## src/rtl/uart_rx_core.sv

```systemverilog
// uart_rx_core: oversampling UART receiver.
// Recovers start, FRAME_WIDTH data bits (LSB first), optional parity and stop
// from RX_IN using a 3-sample majority vote around the middle of each bit.
// Optional macro UART_RX_SYNC_EN: adds a 2-flop synchronizer on RX_IN
// (reset value 1), which shifts all timing by +2 cycles.
module uart_rx_core #(
    parameter int unsigned FRAME_WIDTH    = 8,
    parameter int unsigned PRESCALE_WIDTH = 6
) (
    input  logic                      CLK,
    input  logic                      RST,
    input  logic                      RX_IN,
    input  logic [PRESCALE_WIDTH-1:0] prescale,
    input  logic                      par_en,
    input  logic                      PAR_TYP,
    output logic [FRAME_WIDTH-1:0]    P_DATA,
    output logic                      data_valid,
    output logic                      par_err,
    output logic                      stp_err,
    output logic                      busy
);

    localparam int unsigned   BCW      = (FRAME_WIDTH > 1) ? $clog2(FRAME_WIDTH) : 1;
    localparam logic [BCW-1:0] LAST_BIT = BCW'(FRAME_WIDTH - 1);

    typedef enum logic [2:0] {IDLE, START, DATA, PARITY, STOP} state_t;

    state_t                    r_state;
    state_t                    w_next;
    logic                      w_rx;
    logic [PRESCALE_WIDTH-1:0] r_edge_cnt;
    logic [BCW-1:0]            r_bit_cnt;
    logic [PRESCALE_WIDTH-1:0] r_prescale;
    logic                      r_par_en;
    logic                      r_par_typ;
    logic                      r_s0;
    logic                      r_s1;
    logic [FRAME_WIDTH-1:0]    r_shift;
    logic                      r_par_bad;
    logic                      r_stop_ok;
    logic [FRAME_WIDTH-1:0]    r_p_data;
    logic                      r_data_valid;
    logic                      r_par_err;
    logic                      r_stp_err;

    logic [PRESCALE_WIDTH-1:0] w_half;
    logic [PRESCALE_WIDTH-1:0] w_samp0;
    logic [PRESCALE_WIDTH-1:0] w_samp1;
    logic [PRESCALE_WIDTH-1:0] w_samp2;
    logic [PRESCALE_WIDTH-1:0] w_last;
    logic                      w_decide;
    logic                      w_bit_end;
    logic                      w_maj;

`ifdef UART_RX_SYNC_EN
    logic r_sync1;
    logic r_sync2;

    // Two-stage synchronizer for the asynchronous serial line.
    always_ff @(posedge CLK) begin
        if (RST) begin
            r_sync1 <= 1'b1;
            r_sync2 <= 1'b1;
        end else begin
            r_sync1 <= RX_IN;
            r_sync2 <= r_sync1;
        end
    end

    assign w_rx = r_sync2;
`else
    assign w_rx = RX_IN;
`endif

    assign w_half    = r_prescale >> 1;
    assign w_samp0   = w_half - PRESCALE_WIDTH'(1);
    assign w_samp1   = w_half;
    assign w_samp2   = w_half + PRESCALE_WIDTH'(1);
    assign w_last    = r_prescale - PRESCALE_WIDTH'(1);
    assign w_decide  = (r_edge_cnt == w_samp2);
    assign w_bit_end = (r_edge_cnt == w_last);
    // Third sample is taken live at the decision point.
    assign w_maj     = (r_s0 & r_s1) | (r_s0 & w_rx) | (r_s1 & w_rx);

    // State register.
    always_ff @(posedge CLK) begin
        if (RST) begin
            r_state <= IDLE;
        end else begin
            r_state <= w_next;
        end
    end

    // Next-state decode.
    always_comb begin
        w_next = r_state;
        case (r_state)
            IDLE: begin
                if (!w_rx) begin
                    w_next = START;
                end
            end
            START: begin
                if (w_decide && w_maj) begin
                    w_next = IDLE;
                end else if (w_bit_end) begin
                    w_next = DATA;
                end
            end
            DATA: begin
                if (w_bit_end && (r_bit_cnt == LAST_BIT)) begin
                    w_next = r_par_en ? PARITY : STOP;
                end
            end
            PARITY: begin
                if (w_bit_end) begin
                    w_next = STOP;
                end
            end
            STOP: begin
                if (w_bit_end) begin
                    w_next = IDLE;
                end
            end
            default: w_next = IDLE;
        endcase
    end

    // Bit timing, sampling, data capture and result pulses.
    always_ff @(posedge CLK) begin
        if (RST) begin
            r_edge_cnt   <= '0;
            r_bit_cnt    <= '0;
            r_prescale   <= '0;
            r_par_en     <= 1'b0;
            r_par_typ    <= 1'b0;
            r_s0         <= 1'b0;
            r_s1         <= 1'b0;
            r_shift      <= '0;
            r_par_bad    <= 1'b0;
            r_stop_ok    <= 1'b0;
            r_p_data     <= '0;
            r_data_valid <= 1'b0;
            r_par_err    <= 1'b0;
            r_stp_err    <= 1'b0;
        end else begin
            r_data_valid <= 1'b0;
            r_par_err    <= 1'b0;
            r_stp_err    <= 1'b0;

            if (r_state == IDLE) begin
                r_edge_cnt <= '0;
                r_bit_cnt  <= '0;
                if (w_next == START) begin
                    // The detection cycle is edge 0 of the start bit, so the
                    // first START cycle is already edge 1.
                    r_edge_cnt <= PRESCALE_WIDTH'(1);
                    r_prescale <= prescale;
                    r_par_en   <= par_en;
                    r_par_typ  <= PAR_TYP;
                    r_par_bad  <= 1'b0;
                end
            end else begin
                if (w_bit_end || (w_next == IDLE)) begin
                    r_edge_cnt <= '0;
                end else begin
                    r_edge_cnt <= r_edge_cnt + PRESCALE_WIDTH'(1);
                end
                if (r_edge_cnt == w_samp0) begin
                    r_s0 <= w_rx;
                end
                if (r_edge_cnt == w_samp1) begin
                    r_s1 <= w_rx;
                end
            end

            case (r_state)
                DATA: begin
                    if (w_decide) begin
                        r_shift <= {w_maj, r_shift[FRAME_WIDTH-1:1]};
                    end
                    if (w_bit_end) begin
                        r_bit_cnt <= (r_bit_cnt == LAST_BIT) ? '0 : r_bit_cnt + BCW'(1);
                    end
                end
                PARITY: begin
                    if (w_decide) begin
                        r_par_bad <= (w_maj != ((^r_shift) ^ r_par_typ));
                    end
                end
                STOP: begin
                    if (w_decide) begin
                        r_stop_ok <= w_maj;
                    end
                    if (w_bit_end) begin
                        r_par_err <= r_par_bad;
                        r_stp_err <= ~r_stop_ok;
                        if (r_stop_ok && !r_par_bad) begin
                            r_data_valid <= 1'b1;
                            r_p_data     <= r_shift;
                        end
                    end
                end
                default: ;
            endcase
        end
    end

    assign P_DATA     = r_p_data;
    assign data_valid = r_data_valid;
    assign par_err    = r_par_err;
    assign stp_err    = r_stp_err;
    assign busy       = (r_state != IDLE);

endmodule

```

## config.mk

```make
export PLATFORM = sky130hd
export DESIGN_NAME = uart_rx_core
export DESIGN_NICKNAME = d
export VERILOG_FILES = /design/src/rtl/uart_rx_core.sv
export SDC_FILE = /design/constraint.sdc
export NUM_CORES = 1
export LEC_CHECK = 0
export CAP_MARGIN = 5
export CELL_PAD_IN_SITES_DETAIL_PLACEMENT = 1
export CELL_PAD_IN_SITES_GLOBAL_PLACEMENT = 2
export CORE_MARGIN = 2
export CORE_UTILIZATION = 32
export CTS_BUF_LIST = sky130_fd_sc_hd__clkbuf_8
export CTS_CLUSTER_DIAMETER = 30
export DETAILED_ROUTE_END_ITERATION = 10
export GPL_TIMING_DRIVEN = 0
export PLACE_DENSITY_LB_ADDON = 0.1
export SLEW_MARGIN = 15
export SYNTH_ARGS = -nofsm -noshare
export SYNTH_HDL_FRONTEND = slang
export SYNTH_SLANG_ARGS = --single-unit
```

## constraint.sdc

```tcl
create_clock -name CLK -period 2.37 [get_ports CLK]
set_clock_uncertainty 0.05 [all_clocks]
set_input_delay 0.474 -clock CLK [delete_from_list [all_inputs] [get_ports CLK]]
set_output_delay 0.474 -clock CLK [all_outputs]
set_load 0.01 [all_outputs]
```

==> metrics, run 1 <==
Syn Inst Count=270; initial antenna violation count=0; met1 global-route usage=around a quarter; CTS tree=done; largest net degree at the start of global routing=14; Final setup viols=0; Reg clk slew, reported paths=roughly 0.090 ns; first drt pass iteration count=4; asr flop ratio synth=0%; relative slew slack=47.16%; count of cell types in the netlist=43; Fin. Hold Viols=0; Max stage delay on crit path=roughly 0.4 ns; sequential share of the synthesized area=about two fifths; Syn Std Cell Area=approximately 2300 sq um; vias=2027; maximum buffer depth of the clock tree=2; clk sink count=43; routed vias/inst=approximately 5.0; Util after Layout=between 40% and 50%; CP endpoint kind=register; GR peak layer=met2; Hold Crit Class=reg2reg; vias in the first global route=approximately 2000; syn_area_per_cell=approximately 8.4 sq um; Worst Path Class, Setup=reg2reg; commonest cells in the netlist=dfxtp_1, nand2_1, nor2_1; cts bufs inserted=5; Power Density=roughly 520 nW/um^2; RSZ-0062 raised after global routing=yes; post-route ant nets=0; CORE AREA=6832 sq um; Critical R2R Launch=r_prescale[1]; Cell Rows=30; final instance area=between 2000 and 3000 sq um; top cells by area, synth=dfxtp_1, xnor2_1, nand2_1; P_leak=0.001090 uW; First DRT Iteration DRCs=40; fin nets=between 300 and 400; Remaining Overflow, GRT=0; io pins=23; placed inst area=about 2600 sq um; first-pass GRT wire length=9.880 mm; post-synth top area share=roughly two fifths; grt met2 use=25.90%; Die Ht=88.13 um; data arrival time of the critical path=approximately 2.5 ns; Fmax=about 430 MHz; min cycle time layout=2.336 ns; slowest stage cell on the critical path=dfxtp_4; Synth Flop Type=dfxtp_1; H-tree depth=2; die span in x=~90 um; count leader, synth=dfxtp_1; port bufs=21; Area Overhead vs Synth=30.61%; syn nets=approximately 290; drt drc=0; GPL Wtd Cong=around 0.8; Max VDD drop=about 0.23 mV; Max Cap Viol=0; slew of the pin with the lowest slew margin=0.7897 ns; Worst Path Max Fanout=8; reg2reg setup slack=0.03 ns; flops & latches, synth=43; final WL=around 6.1 mm; status=finished, final reports clean; share of layout cells above drive strength 1=17.31%; Max Slew Vio Count=0; Avg WL per Cell=between 10 and 15 um; r2r endpoint=P_DATA[6]; fin crit share=98.58%; FF-to-FF path depth=10; Starting Density=33.15%; DIE AREA=about 7800 sq um; hold wc startpoint=r_stop_ok; CP startpoint kind=register; ant diodes=0; CP required=2.49 ns; root buf cell=clkbuf_8; Hold EP=stp_err; grt met3 use=under 10%; critical path, cell by cell=inv_2, ha_2, a21boi_4, and3_4, o2111ai_4, buf_6, nor4_4, buf_12, mux2i_1, nor2_1; Hold Crit Depth=1; largest area contributor in the netlist=dfxtp_1; worst skew pair latency=0.30 ns; worst hold margin=0.4001 ns; Synth Warn #=0; gr usage total=roughly 17%; number of synthesized flops with an enable pin=0; Final HPWL DP=roughly 4.3 mm
cells in the final DEF (no fill, tap or decap), types with 3 or more instances in the layout:
| cell | n |
|---|---|
| a21oi_1 | 21 |
| and3_1 | 3 |
| buf_4 | 16 |
| clkbuf_1 | 6 |
| clkbuf_8 | 5 |
| clkdlybuf4s50_1 | 21 |
| dfxtp_1 | 37 |
| dfxtp_2 | 4 |
| ha_1 | 5 |
| inv_1 | 7 |
| mux2i_1 | 11 |
| nand2_1 | 34 |
| nand2b_1 | 3 |
| nand3_1 | 8 |
| nand4_1 | 10 |
| nor2_1 | 29 |
| o211ai_1 | 4 |
| or4_1 | 4 |
| xnor2_1 | 16 |
| xor2_1 | 13 |
metrics by stage:
step | setup TNS (ns) | power [uW] | std cells | worst slack [ns]
after floorplan | 0 | 928.6 | 270 | 0.0003135
after global placement | -10.04 | 1003 | 387 | -0.4231
after detailed placement | -7.375 | 1008 | 388 | -0.4247
after CTS | 0 | 1491 | 397 | 0.002729
after global routing | -0.7254 | 1608 | 408 | -0.1039
final | 0 | 1524 | 408 | 0.03354
critical path, delay by kind of cell (launching register included):
family          cells  cell delay (ns)
flops               1             0.40
mux                 1             0.19
compound gates      2             0.36
buf+inv             3             0.41
fa+ha+maj           1             0.20
simple gates        3             0.58
where the power goes:
part	internal (uW)	leakage (uW)	switching [uW]
clock	202	0.0000453	261
combinational	135	0.000693	167
sequential	738	0.000351	20.2
cells by family after synthesis:
kind of cell	Yosys count	synth area share, %
and+or+nand+nor	113	25.30
AOI/OAI and AO/OA	40	11.27
adders and majority gates	8	4.309
DFF	43	38.01
muxes	11	4.862
buffers and inverters	24	4.254
xor gates and xnor gates	31	11.99
flip-flops by register name (all words and copies together) (netlist names), 3 cells and up:
signal and cells:
r_shift 8, r_bit_cnt 3, r_edge_cnt 6, P_DATA 8, r_prescale 6, r_state 3
what timing repair did:
| item | in CTS | in global routing |
|---|---|---|
| hold buffers | 0 | 0 |
| cloned | 0 | 0 |
| setup buffers | 3 | 12 |
| setup endpoints to repair | 33 | 31 |
| pin swaps | 2 | 6 |
| gates resized for setup | 12 | 27 |
worst max-delay path by stage:
| stage | slack, ns | startpoint | to | cells past startpoint |
|---|---|---|---|---|
| 6_report | 0.03 | r_prescale[1] | P_DATA[6] | 10 |
| 4_1_cts | 0.003 | r_state[2] | busy | 3 |
| 3_3_place_gp | -0.42 | RX_IN | r_prescale[1] | 4 |
| 5_1_grt | -0.10 | r_prescale[1] | P_DATA[5] | 10 |
| 3_5_place_dp | -0.42 | r_prescale[2] | P_DATA[6] | 9 |
| 2_1_floorplan | 0.0003 | r_prescale[2] | r_state[0] | 10 |
cell type report:
cell class | instances | area (sq um)
fillers | 808 | 3874
multi-input cells | 203 | 1421
flip-flops and latches | 43 | 873.3
repair buffers | 37 | 346.6
well taps | 96 | 120.1
plain buffers | 13 | 78.83
clock buffers | 5 | 68.82
inverters | 8 | 32.53
clock inverters | 3 | 16.27
routing by layer:
layer,share of wire (%),vias up,routed length (um)
li1,-,1017,-
met2,44,28,2692
met1,51,972,3104
met3,2.7,10,162
met5,0,-,0
met4,1.7,0,100
(Power assumes the default switching activity.)
==> inputs of run 2 (changes only) <==
--- a/config.mk
+++ b/config.mk
@@ -5,11 +5,10 @@
 export SDC_FILE = /design/constraint.sdc
 export NUM_CORES = 1
 export LEC_CHECK = 0
-export CAP_MARGIN = 5
 export CELL_PAD_IN_SITES_DETAIL_PLACEMENT = 1
 export CELL_PAD_IN_SITES_GLOBAL_PLACEMENT = 2
 export CORE_MARGIN = 2
-export CORE_UTILIZATION = 32
+export CORE_UTILIZATION = 38
 export CTS_BUF_LIST = sky130_fd_sc_hd__clkbuf_8
 export CTS_CLUSTER_DIAMETER = 30
 export DETAILED_ROUTE_END_ITERATION = 10
==> constraint.sdc (replaced) <==
create_clock -name CLK -period 3 [get_ports CLK]
set_clock_uncertainty 0.05 [all_clocks]
set_input_delay 0.6 -clock CLK [delete_from_list [all_inputs] [get_ports CLK]]
set_output_delay 0.6 -clock CLK [all_outputs]
set_load 0.01 [all_outputs]
==> metrics, run 2 (same netlist as run 1, synthesis figures left out) <==
Util after Layout=46.19% (+2.9 points); DIE AREA=6593 sq um (-15%); first drt pass iteration count=4 (unchanged); maximum buffer depth of the clock tree=2 (unchanged); CP endpoint kind=register; dpl ws=-0.1398 ns (+0.2849 ns); Avg WL per Cell=14.98 um (+0.88%); first-pass GRT wire length=9.522 mm (-3.6%); fin crit share=91.75% (-6.8 points); critical path, cell by cell=clkbuf_2, inv_1, ha_1, a21boi_1, and3_1, o2111ai_2, or2_1, clkbuf_1, or4_1, o221ai_1; Placed Cells=367 (-5.4%); leading cell types in the layout, fill and taps excluded=dfxtp_1, nand2_1, nor2_1, a21oi_1, clkdlybuf4s50_1; final instance area=2703 sq um (-8.6%); fin nets=317 (-3.6%); share of layout cells above drive strength 1=6.667% (-11 points); port bufs=21 (unchanged); ant diodes=0 (unchanged); Worst Path Max Fanout=9 (+1); slew of the pin with the lowest slew margin=0.7875 ns (-0.002240 ns); drt drc=0 (unchanged); CP startpoint kind=register; Starting Density=38.71% (+5.6 points); RSZ-0062 raised after global routing=no; Hold Crit Class=reg2reg; Remaining Overflow, GRT=0 (unchanged); min cycle time layout=2.752 ns (+0.4160 ns); CTS tree=done; fin worst setup slack=0.2475 ns (+0.2140 ns); Max VDD drop=0.1436 mV (-38%); root buf cell=clkbuf_8; Final HPWL DP=4.220 mm (-1.6%); P_leak=0.0009938 uW (-8.8%); worst skew pair latency=0.30 ns (about the same); H-tree depth=2 (unchanged); post-route ant nets=0 (unchanged); final WL=5.618 mm (-7.3%); Fin. Hold Viols=0 (unchanged); status=finished, final reports clean; initial antenna violation count=0 (unchanged); GPL Wtd Cong=0.8070 (-0.69%); Area Overhead vs Synth=19.34%; Max stage delay on crit path=0.52 ns (+0.12 ns); Power Density=458.2 nW/um^2 (-11%); relative slew slack=47.11% (-0.050 points); CORE AREA=5851 sq um (-14%); die span in x=81.20 um (-7.9%); Max Cap Viol=0 (unchanged); Reg clk slew, reported paths=0.09 ns (about the same); gr usage total=18.76% (+2.1 points); commonest non-fill, non-tap cell in the layout=dfxtp_1; largest net degree at the start of global routing=15 (+1); setup tns final=0 ns (unchanged); cts bufs inserted=5 (unchanged); routed vias/inst=5.213 (+4.9%); clk sink count=43 (unchanged); CP required=3.16 ns (+0.67 ns); Final setup viols=0 (unchanged); fin cells=375 (-8.1%); vias in the first global route=1886 (-5.0%); Fmax=363.3 MHz (-15%); Max Slew Vio Count=0 (unchanged); vias=1955 (-3.6%); placed inst area=2582 sq um (-1.2%); slowest stage cell on the critical path=or4_1; Die Ht=81.20 um (-7.9%); Worst Path Class, Setup=reg2reg; io pins=23 (unchanged); data arrival time of the critical path=2.91 ns (+0.45 ns); First DRT Iteration DRCs=43 (+7.5%); Cell Rows=28 (-6.7%)
## run 2: area by class of cell
| type | instances | area, sq um |
|---|---|---|
| Fill cell | 711 | 3148 |
| Multi-Input combinational cell | 203 | 1320 |
| Sequential cell | 43 | 860.8 |
| Timing Repair Buffer | 22 | 217.7 |
| Tap cell | 75 | 93.84 |
| Clock buffer | 5 | 68.82 |
| Buffer | 16 | 67.56 |
| Clock inverter | 3 | 43.79 |
| Inverter | 8 | 30.03 |
## run 2: stage by stage
step | hold WS [ns] | total power (uW)
3_3_place_gp | 0.3901 | 788.7
4_1_cts | 0.4089 | 1257
2_1_floorplan | 0.3583 | 732.1
3_5_place_dp | 0.3848 | 794.8
6_report | 0.4093 | 1238
5_1_grt | 0.4362 | 1305
## run 2: final timing paths
path / to / from / depth (start not counted) / slack (ns)
setup / recovery: r_state[0] / r_prescale[2] / 10 / 0.25
hold / removal: stp_err / r_stop_ok / 1 / 0.41
setup reg to reg: r_state[0] / r_prescale[2] / 10 / 0.25
hold reg to reg: stp_err / r_stop_ok / 1 / 0.41
## run 2: timing repair
item / in CTS / in global routing
buffers inserted: 0 / 0
pin swaps: 1 / 0
hold buffers: 0 / 0
gates resized for setup: 1 / 1
cloned: 0 / 0
setup endpoints to repair: 9 / 12
## run 2: critical path, delay by kind of cell, from the launching register on
family | cells | cell delay [ns]
and+or+nand+nor | 3 | 1.03
AOI/OAI and AO/OA | 3 | 0.58
buffers and inverters | 3 | 0.48
DFF | 1 | 0.32
adders and majority gates | 1 | 0.20
## run 2: power breakdown
| group | switching (uW) | internal, uW |
|---|---|---|
| registers | 13.6 | 583 |
| clock network | 207 | 248 |
| logic | 114 | 72.0 |
| total | 335 | 903 |
## run 2: layer usage
layer  share of wire [%]  vias to the layer above  track usage (%)  routed length (um)
li1                    -                      989                -                   -
met1                  52                      936            27.51                2918
met2                  45                       25            28.60                2514
met3                 2.4                        5            3.333                 134
met4                0.89                        0            4.068                  50
met5                   0                        -                0                   0
==> inputs of run 3 (changes only) <==
--- a/config.mk
+++ b/config.mk
@@ -13,7 +13,7 @@
 export CTS_CLUSTER_DIAMETER = 30
 export DETAILED_ROUTE_END_ITERATION = 10
 export GPL_TIMING_DRIVEN = 0
-export PLACE_DENSITY_LB_ADDON = 0.1
+export PLACE_DENSITY = 0.9
 export SLEW_MARGIN = 15
 export SYNTH_ARGS = -nofsm -noshare
 export SYNTH_HDL_FRONTEND = slang
==> metrics, run 3 (same netlist as run 1, synthesis figures left out) <==
die span in x=81.20 um (unchanged); cts bufs inserted=5 (unchanged); combinational power share=15.8% (+0.7 points); commonest non-fill, non-tap cell in the layout=dfxtp_1; grt met2 use=29.42% (+0.83 points); relative slew slack=49.06% (+1.9 points); CORE AREA=5851 sq um (unchanged); met1 global-route usage=25.73% (-1.8 points); Area Overhead vs Synth=18.34%; Power Density=438.7 nW/um^2 (-4.2%); postcts setup bufs=0 (unchanged); CP endpoint kind=register; min cycle time layout=2.736 ns (-0.01645 ns); fin cells=375 (unchanged); first drt pass iteration count=4 (unchanged); P_leak=0.0009771 uW (-1.7%); Max Cap Viol=0 (unchanged); H-tree depth=2 (unchanged); port bufs=21 (unchanged); GR peak layer=met2; Reg power frac=50.7% (+2.5 points); Reg clk slew, reported paths=0.09 ns (about the same); vias in the first global route=1901 (+0.80%); Cell Rows=28 (unchanged); GPL Wtd Cong=0.8628 (+6.9%); slew of the pin with the lowest slew margin=0.7585 ns (-0.02902 ns); leading cell types in the layout, fill and taps excluded=dfxtp_1, nand2_1, nor2_1, a21oi_1, clkdlybuf4s50_1; Starting Density=38.71% (unchanged); Hold Crit Class=reg2reg; maximum buffer depth of the clock tree=2 (unchanged); Final HPWL DP=4.144 mm (-1.8%); Final setup viols=0 (unchanged); dpl ws=0.02261 ns (+0.1624 ns); fin crit share=91.20% (-0.55 points); slowest stage cell on the critical path=dfxtp_1; RSZ-0062 raised after global routing=no; clock share of power=33.5% (-3.3 points); CP startpoint kind=register; Worst Path Max Fanout=9 (unchanged); fin nets=317 (unchanged); Layout fillers=698 (-1.8%); setup tns final=0 ns (unchanged); grt met3 use=3.333% (unchanged); Die Ht=81.20 um (unchanged); root buf cell=clkbuf_8; post-route ant nets=0 (unchanged); share of layout cells above drive strength 1=6.667% (unchanged); Placed Cells=367 (unchanged); drt drc=0 (unchanged); CTS tree=done; Max VDD drop=0.2412 mV (+68%); Max stage delay on crit path=0.50 ns (-0.02 ns); reg2reg setup slack=0.26 ns (+0.02 ns); vias=1958 (+0.15%); ant diodes=0 (unchanged); routed vias/inst=5.221 (+0.15%); Remaining Overflow, GRT=0 (unchanged); fin worst setup slack=0.2640 ns (+0.01645 ns); Fmax=365.5 MHz (+0.60%); critical path, cell by cell=inv_1, ha_1, a21boi_2, a21oi_1, o2111ai_1, or2_1, clkbuf_1, or4_1, o32ai_1; data arrival time of the critical path=2.91 ns (about the same); status=finished, final reports clean; largest net degree at the start of global routing=16 (+1); Fin. Hold Viols=0 (unchanged); worst skew pair latency=0.31 ns (about the same); First DRT Iteration DRCs=82 (+91%); Worst Path Class, Setup=reg2reg; Int Pwr=822.2 uW (-8.9%); gr usage total=18.38% (-0.38 points); final instance area=2680 sq um (-0.83%); Avg WL per Cell=14.84 um (-0.93%); placed inst area=2582 sq um (unchanged); final WL=5.566 mm (-0.93%); io pins=23 (unchanged); DIE AREA=6593 sq um (unchanged); switching share of power=30.08% (+3.0 points); initial antenna violation count=0 (unchanged); clk sink count=43 (unchanged); Max Slew Vio Count=0 (unchanged); worst hold margin=0.3988 ns (-0.01051 ns); first-pass GRT wire length=9.287 mm (-2.5%); CP required=3.17 ns (about the same); NetSw=353.6 uW (+5.4%)
run 3: changes by cell type in the layout (fill, tap and decap cells not counted), sizes merged:
| cell | before | now |
|---|---|---|
| clkinv | 2 | 0 |
| bufinv | 1 | 0 |
| inv | 8 | 9 |
| clkinvlp | 0 | 2 |
run 3: timing repair:
item,4_1_cts,5_1_grt
hold buffers,0,0
endpoints found under the setup margin,2,14
resized for setup,0,3
pin swaps,1,0
run 3: layout make-up:
| class | count | area (sq um) | share of cell area [%] |
|---|---|---|---|
| clock inverters | 3 | 23.77 | 0.8870 |
| flip-flops and latches | 43 | 860.8 | 32.12 |
| well taps | 75 | 93.84 | 3.501 |
| inverters | 8 | 30.03 | 1.120 |
| repair buffers | 22 | 217.7 | 8.123 |
| multi-input cells | 203 | 1318 | 49.16 |
| clock buffers | 5 | 68.82 | 2.568 |
| plain buffers | 16 | 67.56 | 2.521 |
run 3: layer usage:
layer / vias to the layer above / part of all wire [%]
met2: 20 / 46
met3: 6 / 1.9
met5: - / 0
li1: 998 / -
met4: 0 / 0.95
met1: 934 / 51
run 3: critical path, delay by kind of cell, from the launching register on:
family,cells,cell delay (ns)
and+or+nand+nor,2,0.77
AOI/OAI and AO/OA,4,0.73
DFF,1,0.50
buffers and inverters,2,0.33
adders and majority gates,1,0.26
run 3: worst paths after layout:
kind,to,from,cells past startpoint
max,r_state[1],r_prescale[1],9
min,stp_err,r_stop_ok,1
max reg2reg,r_state[1],r_prescale[1],9
min reg2reg,stp_err,r_stop_ok,1
run 3: stage by stage:
stage,utilization (%),power [uW]
floorplan,-,732.1
detailed placement,44.14,793.8
CTS,45.72,1194
finish,45.81,1176
global route,45.81,1233
global placement,43.91,786.4
run 3: power groups by stage:
| stage | registers, uW | clock network, uW | logic (uW) |
|---|---|---|---|
| global placement | 609 | 0 | 177 |
| finish | 596 | 394 | 186 |
| global route | 598 | 427 | 208 |
| floorplan | 605 | 0 | 127 |
| detailed placement | 609 | 0 | 184 |
| CTS | 596 | 412 | 186 |
==> variant (config.mk and constraints of run 1) <==
Put one more register stage on the output `P_DATA`. The value now appears one clock later. The other outputs are not delayed to match.
--- a/src/rtl/uart_rx_core.sv
+++ b/src/rtl/uart_rx_core.sv
@@ -207,5 +207,7 @@
     end
 
-    assign P_DATA     = r_p_data;
+    always_ff @(posedge CLK) begin
+        P_DATA <= r_p_data;
+    end
     assign data_valid = r_data_valid;
     assign par_err    = r_par_err;
Function: no difference found for any inputs over 10 cycles, from zero or initial values and one cycle with RST high; that may be too few to reach the edited logic, so the function may still have changed.
==> variant against run 1 <==
- non-clock buffer count down 7
- worst setup slack better by 0.062 ns
- critical path type unchanged
- fmax up 2.7%
- sequential share of layout area up 3.1 points
- sequential cell count up 8
- highest routed layer unchanged
- design area up 6.3%
- sequential power up 17%
- routed wire length down 2.2%
- area after synthesis up 9.6%
- clock power up 19%
- total power up 12%
- critical endpoint is now r_edge_cnt[4]
==> variant: results (changes against run 1) <==
- WL/cell: 14.46 um (was 14.85 um)
- Port-buffer cells: 21 (unchanged)
- Status: finished, final reports clean (unchanged)
- RD Place Congestion: 0.7737 (was 0.8126)
- Peak supply drop: 237.4 uV (was 231.9 uV)
- Starting DRT DRC Count: 15 (was 40)
- Dpl cell area: 2831 sq um (was 2614 sq um)
- Vias in the first global route: 2,065 (was 1,985)
- Post-synthesis sequential area ratio: 41.13% (was 38.01%)
- Total track usage: 15.04% (was 16.70%)
- Placed cell count: 397 (was 388)
- Critical path data arrival time: 2.48 ns (was 2.46 ns)
- Final WL: 5928 um (was 6059 um)
- Asr flop ratio synth: 0% (unchanged)
- First-pass GRT wire length: 10,150 um (was 9880 um)
- Synth cell types: 49 (was 43)
- Share of cells above drive strength 1: 18.18% (was 17.31%)
- Cell count after synthesis: 273 (was 270)
- Mapped Nets: 291 (was 288)
- Worst-path clk slew: 0.11 ns (was 0.09 ns)
- Post-synth top cells: dfxtp_1 (51), nor2_1 (33), mux2i_1 (22), nand2_1 (22), xnor2_1 (18) (was dfxtp_1 (43), nand2_1 (34), nor2_1 (29))
- Static leakage: 1.205 nW (was 1.090 nW)
- Vias per std cell: 4.834 (was 4.968)
- Hpwl dp: 4311 um (was 4287 um)
- Largest net degree at the start of global routing: 19 (was 14)
- Synth area leaders: dfxtp_1 (41%), mux2i_1 (8.9%), xnor2_1 (6.4%), nor2_1 (5.0%), xor2_1 (4.6%) (was dfxtp_1 (38%), xnor2_1 (7.0%), nand2_1 (5.6%), xor2_1 (5.0%), a21oi_1 (4.9%))
- Synth Flop Type: dfxtp_1 (unchanged)
- Antenna violations before repair: 0 (unchanged)
- Largest fanout on the critical path: 6 (was 8)
- Fillers: 886 (was 808)
- Nets: 325 (was 329)
- Slew HR: 66.47% (was 47.16%)
[variant: final timing paths]
| check | startpoint | end | slack [ns] | depth (start not counted) |
|---|---|---|---|---|
| worst max-delay path | r_prescale[1] | r_edge_cnt[4] | 0.1 | 8 |
| worst min-delay path | r_p_data[0] | P_DATA[0] | 0.31 | 0 |
| worst max register to register | r_prescale[1] | r_edge_cnt[4] | 0.1 | 8 |
| worst min register to register | r_p_data[0] | P_DATA[0] | 0.31 | 0 |
[variant: area by class of cell]
class                           count  area share (%)
Clock buffer                        5           2.189
Multi-Input combinational cell    199           47.77
Timing Repair Buffer               30           9.276
Clock inverter                      3          0.8758
Tap cell                          102           4.061
Sequential cell                    51           32.64
Buffer                             13           2.229
Inverter                            7          0.9554
[variant: worst max-delay path, stage by stage, from the launching register on]
cell	delay (ns)
dfxtp_4	0.41
clkinvlp_4	0.15
ha_4	0.20
and3_1	0.18
o221ai_1	0.20
o41a_1	0.28
nor2_4	0.08
or4b_4	0.55
nor2_1	0.12
[variant: what timing repair did]
action / CTS / global route
gates resized for setup: 14 / 19
setup buffers: 3 / 5
pin swaps: 4 / 4
hold endpoints to repair: 0 / 0
endpoints found under the setup margin: 22 / 19
[variant: cell families after synthesis]
| logic type | after synthesis | share of synthesized area, % |
|---|---|---|
| XOR/XNOR | 32 | 11.59 |
| buffers and inverters | 23 | 4.032 |
| AND/OR/NAND/NOR | 108 | 22.43 |
| flip-flops | 51 | 41.13 |
| AO/OA/AOI/OAI | 29 | 7.964 |
| adder cells (fa/ha/maj) | 7 | 3.528 |
| multiplexers | 23 | 9.325 |
[variant: report_power, final]
group          switching, mW  internal, mW  total (mW)  leakage, nW
Clock                  0.331         0.220       0.551       0.0467
Combinational          0.141         0.127       0.268        0.745
Sequential            0.0193         0.870       0.889        0.414
Total                  0.492          1.22        1.71         1.21
[variant: metal layers]
layer | track usage [%] | share of wire (%)
met1 | 19.77 | 49
met2 | 25.18 | 48
met3 | 2.958 | 2.2
met4 | 4.104 | 0.93
met5 | 0 | 0
[variant: metrics by stage]
step	setup WS [ns]	TNS [ns]	hold WS, ns	util, %
after floorplan	0.06840	0	0.2801	-
after CTS	0.005192	0	0.3093	39.79
after detailed placement	-0.3736	-4.367	0.2895	37.22
after global routing	-0.01089	-0.01958	0.3174	41.32
final	0.09535	0	0.3061	41.32
after global placement	-0.3772	-4.358	0.2874	37.07
